$ cat src/rtl/norm_pkg.sv
// Shared defaults and types for the norm_pipe accumulator renormaliser.
package norm_pkg;

   localparam int DEF_MANT_W  = 16;
   localparam int DEF_EXP_W   = 8;
   localparam int DEF_EXP_MAX = 2**DEF_EXP_W - 2;

   typedef logic [$clog2(DEF_MANT_W)-1:0] lz_t;

   typedef struct packed {
      logic [DEF_MANT_W-1:0] mant;
      logic [DEF_EXP_W-1:0]  exp;
      logic                  zero;
      logic                  inf;
   } norm_res_t;

endpackage

$ cat src/rtl/norm_pipe_lzd.sv
// Leading-zero detector: count of zeros above the highest set bit; WIDTH when the field is all zero.
module norm_pipe_lzd #(
   parameter int WIDTH = 15,
   parameter int CNT_W = $clog2(WIDTH + 1)
) (
   input  logic [WIDTH-1:0] value,
   output logic [CNT_W-1:0] count
);

   // NOTE: count gets a value before the loop, so every path assigns it and no latch is inferred.
   always_comb begin
      count = CNT_W'(WIDTH);
      for (int i = 0; i < WIDTH; i++) begin
         if (value[i]) count = CNT_W'(WIDTH - 1 - i);
      end
   end

endmodule

$ cat src/rtl/norm_pipe.sv
// Two-stage valid/ready renormaliser with flush-to-zero and saturate-to-infinity.
// Define NORM_ROUND_EN to round the right-shift case to nearest, ties to even.
module norm_pipe
   import norm_pkg::*;
#(
   parameter int MANT_W  = DEF_MANT_W,
   parameter int EXP_W   = DEF_EXP_W,
   parameter int EXP_MAX = 2**EXP_W - 2,
   parameter int TAG_W   = 4
) (
   input  logic              clk,
   input  logic              rst_n,
   input  logic              in_valid,
   output logic              in_ready,
   input  logic [MANT_W:0]   in_mant,
   input  logic [EXP_W-1:0]  in_exp,
   input  logic [TAG_W-1:0]  in_tag,
   output logic              out_valid,
   input  logic              out_ready,
   output logic [MANT_W-1:0] out_mant,
   output logic [EXP_W-1:0]  out_exp,
   output logic              out_zero,
   output logic              out_inf,
   output logic [TAG_W-1:0]  out_tag
);

   localparam int LZ_W = $clog2(MANT_W);

   logic [MANT_W-1:0] u;
   logic [LZ_W-1:0]   lz;
   logic              s2_en;

   logic              s1_valid;
   logic [MANT_W:0]   s1_mant;
   logic [EXP_W-1:0]  s1_exp;
   logic [TAG_W-1:0]  s1_tag;
   logic              s1_u_msb;
   logic [LZ_W-1:0]   s1_lz;
   logic              s1_zero_mant;
   logic              s1_min;

   logic              right;
   logic [MANT_W-1:0] m_trunc;
   logic [MANT_W-1:0] m_right;
   logic [MANT_W-1:0] m_left;
   logic              sel_zero;
   logic              sel_inf;
   logic [MANT_W-1:0] nxt_mant;
   logic [EXP_W-1:0]  nxt_exp;
   logic              nxt_zero;
   logic              nxt_inf;

   // Magnitude modulo 2^MANT_W: the most negative input wraps to 0 and is caught by s1_min.
   assign u = in_mant[MANT_W] ? (~in_mant[MANT_W-1:0] + MANT_W'(1)) : in_mant[MANT_W-1:0];

   norm_pipe_lzd #(
      .WIDTH (MANT_W - 1),
      .CNT_W (LZ_W)
   ) u_lzd (
      .value (u[MANT_W-2:0]),
      .count (lz)
   );

   assign s2_en    = !out_valid || out_ready;
   assign in_ready = !s1_valid || s2_en;

   // NOTE: state uses non-blocking assignments so every register samples pre-edge values.
   always_ff @(posedge clk or negedge rst_n) begin
      if (!rst_n) begin
         s1_valid     <= 1'b0;
         s1_mant      <= '0;
         s1_exp       <= '0;
         s1_tag       <= '0;
         s1_u_msb     <= 1'b0;
         s1_lz        <= '0;
         s1_zero_mant <= 1'b0;
         s1_min       <= 1'b0;
      end else if (in_ready) begin
         s1_valid <= in_valid;
         if (in_valid) begin
            s1_mant      <= in_mant;
            s1_exp       <= in_exp;
            s1_tag       <= in_tag;
            s1_u_msb     <= u[MANT_W-1];
            s1_lz        <= lz;
            s1_zero_mant <= (in_mant == '0);
            s1_min       <= (in_mant == {1'b1, {MANT_W{1'b0}}});
         end
      end
   end

   always_comb begin
      right   = s1_u_msb || s1_min;
      m_trunc = s1_mant[MANT_W:1];
`ifdef NORM_ROUND_EN
      m_right = m_trunc + MANT_W'(s1_mant[0] & m_trunc[0]);
      if (!s1_mant[MANT_W] && m_right[MANT_W-1])
         m_right = {1'b0, {(MANT_W-1){1'b1}}};
`else
      m_right = m_trunc;
`endif
      m_left   = s1_mant[MANT_W-1:0] << s1_lz;
      sel_inf  = right ? (s1_exp >= EXP_W'(EXP_MAX - 1)) : (s1_exp >= EXP_W'(EXP_MAX));
      sel_zero = s1_zero_mant || (!right && (s1_exp <= EXP_W'(s1_lz)));

      nxt_mant = right ? m_right : m_left;
      nxt_exp  = right ? (s1_exp + EXP_W'(1)) : (s1_exp - EXP_W'(s1_lz));
      nxt_zero = 1'b0;
      nxt_inf  = 1'b0;
      if (sel_zero) begin
         nxt_mant = '0;
         nxt_exp  = '0;
         nxt_zero = 1'b1;
      end else if (sel_inf) begin
         nxt_mant = '0;
         nxt_exp  = '1;
         nxt_inf  = 1'b1;
      end
   end

   always_ff @(posedge clk or negedge rst_n) begin
      if (!rst_n) begin
         out_valid <= 1'b0;
         out_mant  <= '0;
         out_exp   <= '0;
         out_zero  <= 1'b0;
         out_inf   <= 1'b0;
         out_tag   <= '0;
      end else if (s2_en) begin
         out_valid <= s1_valid;
         if (s1_valid) begin
            out_mant <= nxt_mant;
            out_exp  <= nxt_exp;
            out_zero <= nxt_zero;
            out_inf  <= nxt_inf;
            out_tag  <= s1_tag;
         end
      end
   end

endmodule

$ cat config.mk
export PLATFORM = sky130hd
export DESIGN_NAME = norm_pipe
export DESIGN_NICKNAME = d
export VERILOG_FILES = /design/src/rtl/norm_pkg.sv /design/src/rtl/norm_pipe_lzd.sv /design/src/rtl/norm_pipe.sv
export SDC_FILE = /design/constraint.sdc
export NUM_CORES = 1
export LEC_CHECK = 0
export CORE_MARGIN = 1
export CORE_UTILIZATION = 50
export DETAILED_ROUTE_END_ITERATION = 8
export PLACE_DENSITY = 0.85
export SLEW_MARGIN = 20
export SYNTH_ARGS = -nofsm -noshare
export SYNTH_HDL_FRONTEND = slang
export SYNTH_SLANG_ARGS = --single-unit
$ cat constraint.sdc
create_clock -name clk -period 2.5 [get_ports clk]
set_clock_uncertainty 0.1 [all_clocks]
set_input_delay 0.5 -clock clk [delete_from_list [all_inputs] [get_ports clk]]
set_output_delay 0.5 -clock clk [all_outputs]
set_load 0.01 [all_outputs]
Yosys cells after proc, flatten, opt, wreduce, memory -nomap -nowiden

Cells that the tools add are included.

Bits in registers: 68
Logic and storage cells: 60
Output and inout bits: 32
Input port bits: 33

$add $sub $neg: 3
Reduce and logical (&&, ||, !) cells: 11
Bitwise gates (word level): 1
Equal/unequal tests: 1
Multiplexer cells: 26
Magnitude comparators: 3
Shift-type cells: 1

Operators by type and width:

| kind                    | number |
|---|---|
| $mux W16                | 4 |
| $mux W4                 | 8 |
| $mux W8                 | 3 |
| $eq A17 B17 Y1 const B  | 1 |
| $logic_not A17 Y1       | 1 |
| $add A16 B1 Y16 const B | 1 |
| $ge A8 B8 Y1 const B    | 2 |
| $not A16 Y16            | 1 |
| $shl A16 B4 Y16         | 1 |
| $mux W3                 | 4 |
| $add A8 B1 Y8 const B   | 1 |
| $le A8 B4 Y1            | 1 |
| $sub A8 B4 Y8           | 1 |
| $mux W1                 | 5 |
| $logic_or A1 B1 Y1      | 4 |
| $mux W2                 | 2 |
| $reduce_and A2 Y1       | 2 |
| $logic_not A1 Y1        | 3 |
| $logic_and A1 B1 Y1     | 1 |

Logic depth before layout (Yosys ltp)

Word-level depth: 18
Gate-level depth with buffers: 12

By module

From an unflattened synthesis, not the netlist that was laid out.

Cells, all modules: 409
Area, all modules: 4,174.0 sq um

Modules (own cells, without submodules):

| module        | area each (sq um) | cells an instance | sequential area each (sq um) | instances |
|---|---|---|---|---|
| norm_pipe     | 4,023.9           | 383               | 1,701.6                      | 1 |
| norm_pipe_lzd | 150.1             | 26                | 0.0                          | 1 |

Least setup slack after synthesis

Ideal clock, no wire load.

Path kind: register -> register
Start: register s1_lz[2]
End: register out_mant[15]
Stages on the path, launching flop included: 12
Path slack: -273 ps
Buffers on the path: 3
Required time: 2,279 ps
Arrival time: 2,552 ps
Setup time: 121 ps
Cell sequence: dfrtp_1 clkbuf_1 clkinv_1 ha_1 nor2b_1 o21a_1 o21ai_0 a311o_1 clkbuf_1 nor2_1 clkbuf_1 a22o_1

Cells in the longest elaborated chain, start to end: 4
Elaborated cells on any way between the ends: 7

Ends and longest elaborated chain:

| element                                                | line                               | RTL |
|---|---|---|
| from (decl)                                            | norm_pipe.sv:38                    | `logic [LZ_W-1:0] s1_lz;` |
| from (signal assigned)                                 | norm_pipe.sv:85                    | `s1_lz <= lz;` |
| $le A8 B4 Y1 / $shl A16 B4 Y16 (equally long branches) | norm_pipe.sv:104, norm_pipe.sv:102 |  |
| $logic_and A1 B1 Y1 / $mux W16 (equally long branches) | norm_pipe.sv:104, norm_pipe.sv:106 |  |
| $logic_or A1 B1 Y1 / $mux W16 (equally long branches)  | norm_pipe.sv:104, norm_pipe.sv:114 |  |
| $mux W16 (*)                                           | norm_pipe.sv:110                   | `if (sel_zero) begin` |
| to (signal assigned)                                   | norm_pipe.sv:132                   | `out_mant <= nxt_mant;` |
| to (decl)                                              | norm_pipe.sv:20                    | `output logic [MANT_W-1:0] out_mant,` |

Mark *: on every way between the ends. The rest lies on a longest branch, timed or not.
A chain may end at the register's enable or synchronous reset.

Worst setup path in the final report

Start: register s1_exp[0]
End: register out_mant[7]

Cells in the longest elaborated chain, start to end: 4
Elaborated cells on any way between the ends: 8

Ends and longest elaborated chain:

| element                                               | line                               | RTL |
|---|---|---|
| from (decl)                                           | norm_pipe.sv:35                    | `logic [EXP_W-1:0] s1_exp;` |
| from (signal assigned)                                | norm_pipe.sv:82                    | `s1_exp <= in_exp;` |
| $ge A8 B8 Y1 / $le A8 B4 Y1 (equally long branches)   | norm_pipe.sv:103, norm_pipe.sv:104 |  |
| $mux W1 / $logic_and A1 B1 Y1 (equally long branches) | norm_pipe.sv:103, norm_pipe.sv:104 |  |
| $mux W16 / $logic_or A1 B1 Y1 (equally long branches) | norm_pipe.sv:114, norm_pipe.sv:104 |  |
| $mux W16 (*)                                          | norm_pipe.sv:110                   |  |

Marks and branches as above.

==> impl_metrics.toml <==
[global_routing]
grt_pass1_vias = 4079
grt_use_total_pct = 25.80
antenna_found_initial = 0
grt_max_degree = 69
grt_pass1_wl_um = 19700
grt_overflow_total = 0

[clock_tree]
clkLatencyLatePin_ns = 0.36
cts_tree = "done"
cts_root_buf = "clkbuf_8"
clockBufferDepth = 2
cts_sinks = 68
cts_buffers = 9
htreeDepth = 3
cts_hold_buf = 0
clk_pin_slew_ns = 0.08

[worst_setup_path]
cp-start-kind = "register"
path_cells = "inv_1 > ha_2 > fa_2 > nor2b_2 > o21a_1 > o21ai_1 > a311o_1 > buf_4 > nor2_4 > buf_12 > a22o_1"
path_depth = 11
path_delay_family = "compound AO/OA/AOI/OAI gates"
critical_path_arrival_ns = 2.66
crit_path_end_kind = "register"
crit_type = "reg -> reg"
ff2ff_path_depth = 11
r2r_end = "out_mant[7]"
cp_slowest_cell = "fa_2"
reg2reg_from = "s1_exp[0]"
worst-path-max-fanout = 13
ff2ff_setup_slack_ns = 0.05
path_buf_inv = 3
cpPeakStageDelay_ns = 0.36
crit_required_ns = 2.71

[timing]
finalSetupTns_ns = 0
worst_pin_slew_ns = 0.8371
final_hold_viol_count = 0
period_minus_slack_ns = 2.451
setup_violations = 0
fmax_mhz = 408.0
maxSlewViolCount = 0
max_slew_margin_pct = 43.73
period_share_pct = 98.03

[place]
gp_congestion = 0.9690
place_hpwl_um = 8904
portBuffers = 64

[synth]
ys.flop_type = "dfrtp_1"
ys_seq_area_share_pct = 37.77
syn-cell-area_um2 = 4506
postSynth.asyncResetShare_pct = 100.0
synth_edf_count = 0
synth_area_per_cell_um2 = 9.505
synth_nets = 517
synthCells = 474
yosys_warnings = 0
synth.distinct_cells = 61
ys_ff_latch = 68

[floorplan]
chipWidth_um = 96.93
start_util_pct = 51.66
rows = 34
die_h_um = 96.93
fp.coreArea_um2 = 8721
ios = 65
die-area_um2 = 9394

[cells_and_area]
fin_util_pct = 69.90
nFillCells = 659
drive_gt1_share_pct = 27.66
syn_to_final_growth_pct = 35.30
insertedDiodeCount = 0
fin_nets = 631

[flow_run]
cap_viol_max_count = 0

[route]
vias = 4241
firstDrtPassIters = 4
ant_nets = 0
post_drt_wl_per_cell_um = 17.37
drc = 0
drt-total-wl_um = 12180
drtIter0Drc = 268
drt-vias-per-instance = 6.050

[min_path]
hold_class = "in -> async"

[power_and_ir_drop]
powerDensity_nw_per_um2 = 685.5
irDropWorstVdd_mv = 0.3462
p_leak_nw = 2.556

[status]
status = "finished clean"
## cell families (layout without fill, tap and decap cells)
| group | Yosys count | in the layout | share of synthesized area, % |
|---|---|---|---|
| AOI/OAI and AO/OA | 124 | 124 | 19.33 |
| xor gates and xnor gates | 11 | 11 | 2.138 |
| adders and majority gates | 10 | 10 | 2.944 |
| buffers and inverters | 45 | 164 | 4.138 |
| DFF | 68 | 68 | 37.77 |
| muxes | 60 | 60 | 16.00 |
| and+or+nand+nor | 156 | 156 | 17.69 |
## synth_stat cells (6+ instances only)
library cell / count / area share [%]
inv_1: 8 / 0.67
o31ai_1: 7 / 1.2
o21ai_0: 32 / 3.6
nand3_1: 6 / 0.67
nand2b_1: 8 / 1.1
mux2i_1: 18 / 4.0
or3_1: 8 / 1.1
mux2_2: 36 / 9.0
dfrtp_1: 68 / 38
clkbuf_1: 26 / 2.2
nor3_1: 16 / 1.8
a22o_1: 21 / 4.1
nand2_1: 50 / 4.2
mux4_2: 6 / 3.0
nor2b_1: 6 / 0.83
xor2_1: 7 / 1.4
nor2_1: 32 / 2.7
ha_1: 9 / 2.5
a21oi_1: 17 / 1.9
## worst reg2reg max path, delay by kind of cell (launching register included)
kind	cells	cell delay, ns
AO/OA/AOI/OAI	4	0.72
flip-flops	1	0.35
adder cells (fa/ha/maj)	2	0.56
buffers and inverters	3	0.40
AND/OR/NAND/NOR	2	0.28
## layout by cell type (no fill, tap or decap), types with 3 or more instances in the layout
master,Yosys,layout
buf_4,1,69
dfrtp_1,68,68
clkdlybuf4s50_1,0,58
nand2_1,50,50
mux2_2,36,35
nor2_1,32,31
o21ai_0,32,30
a22o_1,21,21
mux2i_1,18,18
nor3_1,16,16
a21oi_1,17,16
clkbuf_8,0,9
nand2b_1,8,8
xor2_1,7,7
o31ai_1,7,7
or3_1,8,7
ha_1,9,7
inv_1,8,6
nand3_1,6,6
mux4_2,6,6
a211oi_1,5,5
o21a_1,4,4
nand4_1,4,4
or2_2,4,4
nor2b_1,6,4
xnor2_1,4,4
nand3b_1,3,3
or4_1,4,3
o211ai_1,3,3
a22oi_1,3,3
o22ai_1,3,3
o41ai_2,0,3
dlygate4sd2_1,0,3
buf_12,0,3
## per-layer routing
metal  GRT usage [%]  part of all wire, %
met5               0                    0
met2           41.06                   48
met3           4.986                  5.5
met1           35.56                   44
met4           8.152                  1.8
## sequential cells by signal, summed over array words and instances (netlist names)
name          cells
s1_mant          17
out_mant         16
out_exp           8
s1_exp            8
out_tag           4
s1_lz             4
s1_tag            4
out_inf           1
out_valid         1
out_zero          1
s1_min            1
s1_u_msb          1
s1_valid          1
s1_zero_mant      1
## cell type report
class | instances | area, µm² | area share, %
Sequential cell | 68 | 1702 | 27.91
Clock buffer | 9 | 123.9 | 2.032
Tap cell | 108 | 135.1 | 2.217
Timing Repair Buffer | 138 | 1237 | 20.30
Inverter | 10 | 38.79 | 0.6363
Clock inverter | 7 | 98.84 | 1.622
Multi-Input combinational cell | 361 | 2760 | 45.28
## worst max-delay path by stage
stage               startpoint           to  slack (ns)
floorplan             s1_lz[1]   out_exp[7]       0.003
global placement    in_mant[0]     s1_lz[2]       -0.41
detailed placement  in_mant[1]     s1_lz[1]       -0.51
CTS                 in_mant[0]     s1_lz[2]      -0.007
global route         s1_exp[0]  out_mant[7]       -0.05
finish               s1_exp[0]  out_mant[7]        0.05
## timing repair
item	in CTS	in global routing
setup buffers	6	1
setup endpoints to repair	21	22
gates resized for setup	10	25
pin swaps	7	6
hold endpoints to repair	0	0
## through the flow
stage	cell area [µm²]	power (mW)	setup WS (ns)	std cells	hold slack [ns]
after floorplan	4527	2.399	0.002873	474	0.1044
after global placement	5678	3.042	-0.4104	678	0.3519
after detailed placement	5678	3.110	-0.5106	678	0.3605
after CTS	5964	4.143	-0.007225	700	0.05342
after global routing	6096	4.401	-0.04652	701	0.06430
final	6096	4.179	0.04918	701	0.03940
## power breakdown
| part | internal (mW) | switching (mW) |
|---|---|---|
| combinational | 0.889 | 0.768 |
| clock | 0.565 | 0.446 |
| sequential | 1.33 | 0.185 |
Power figures use the tool's default switching activity.
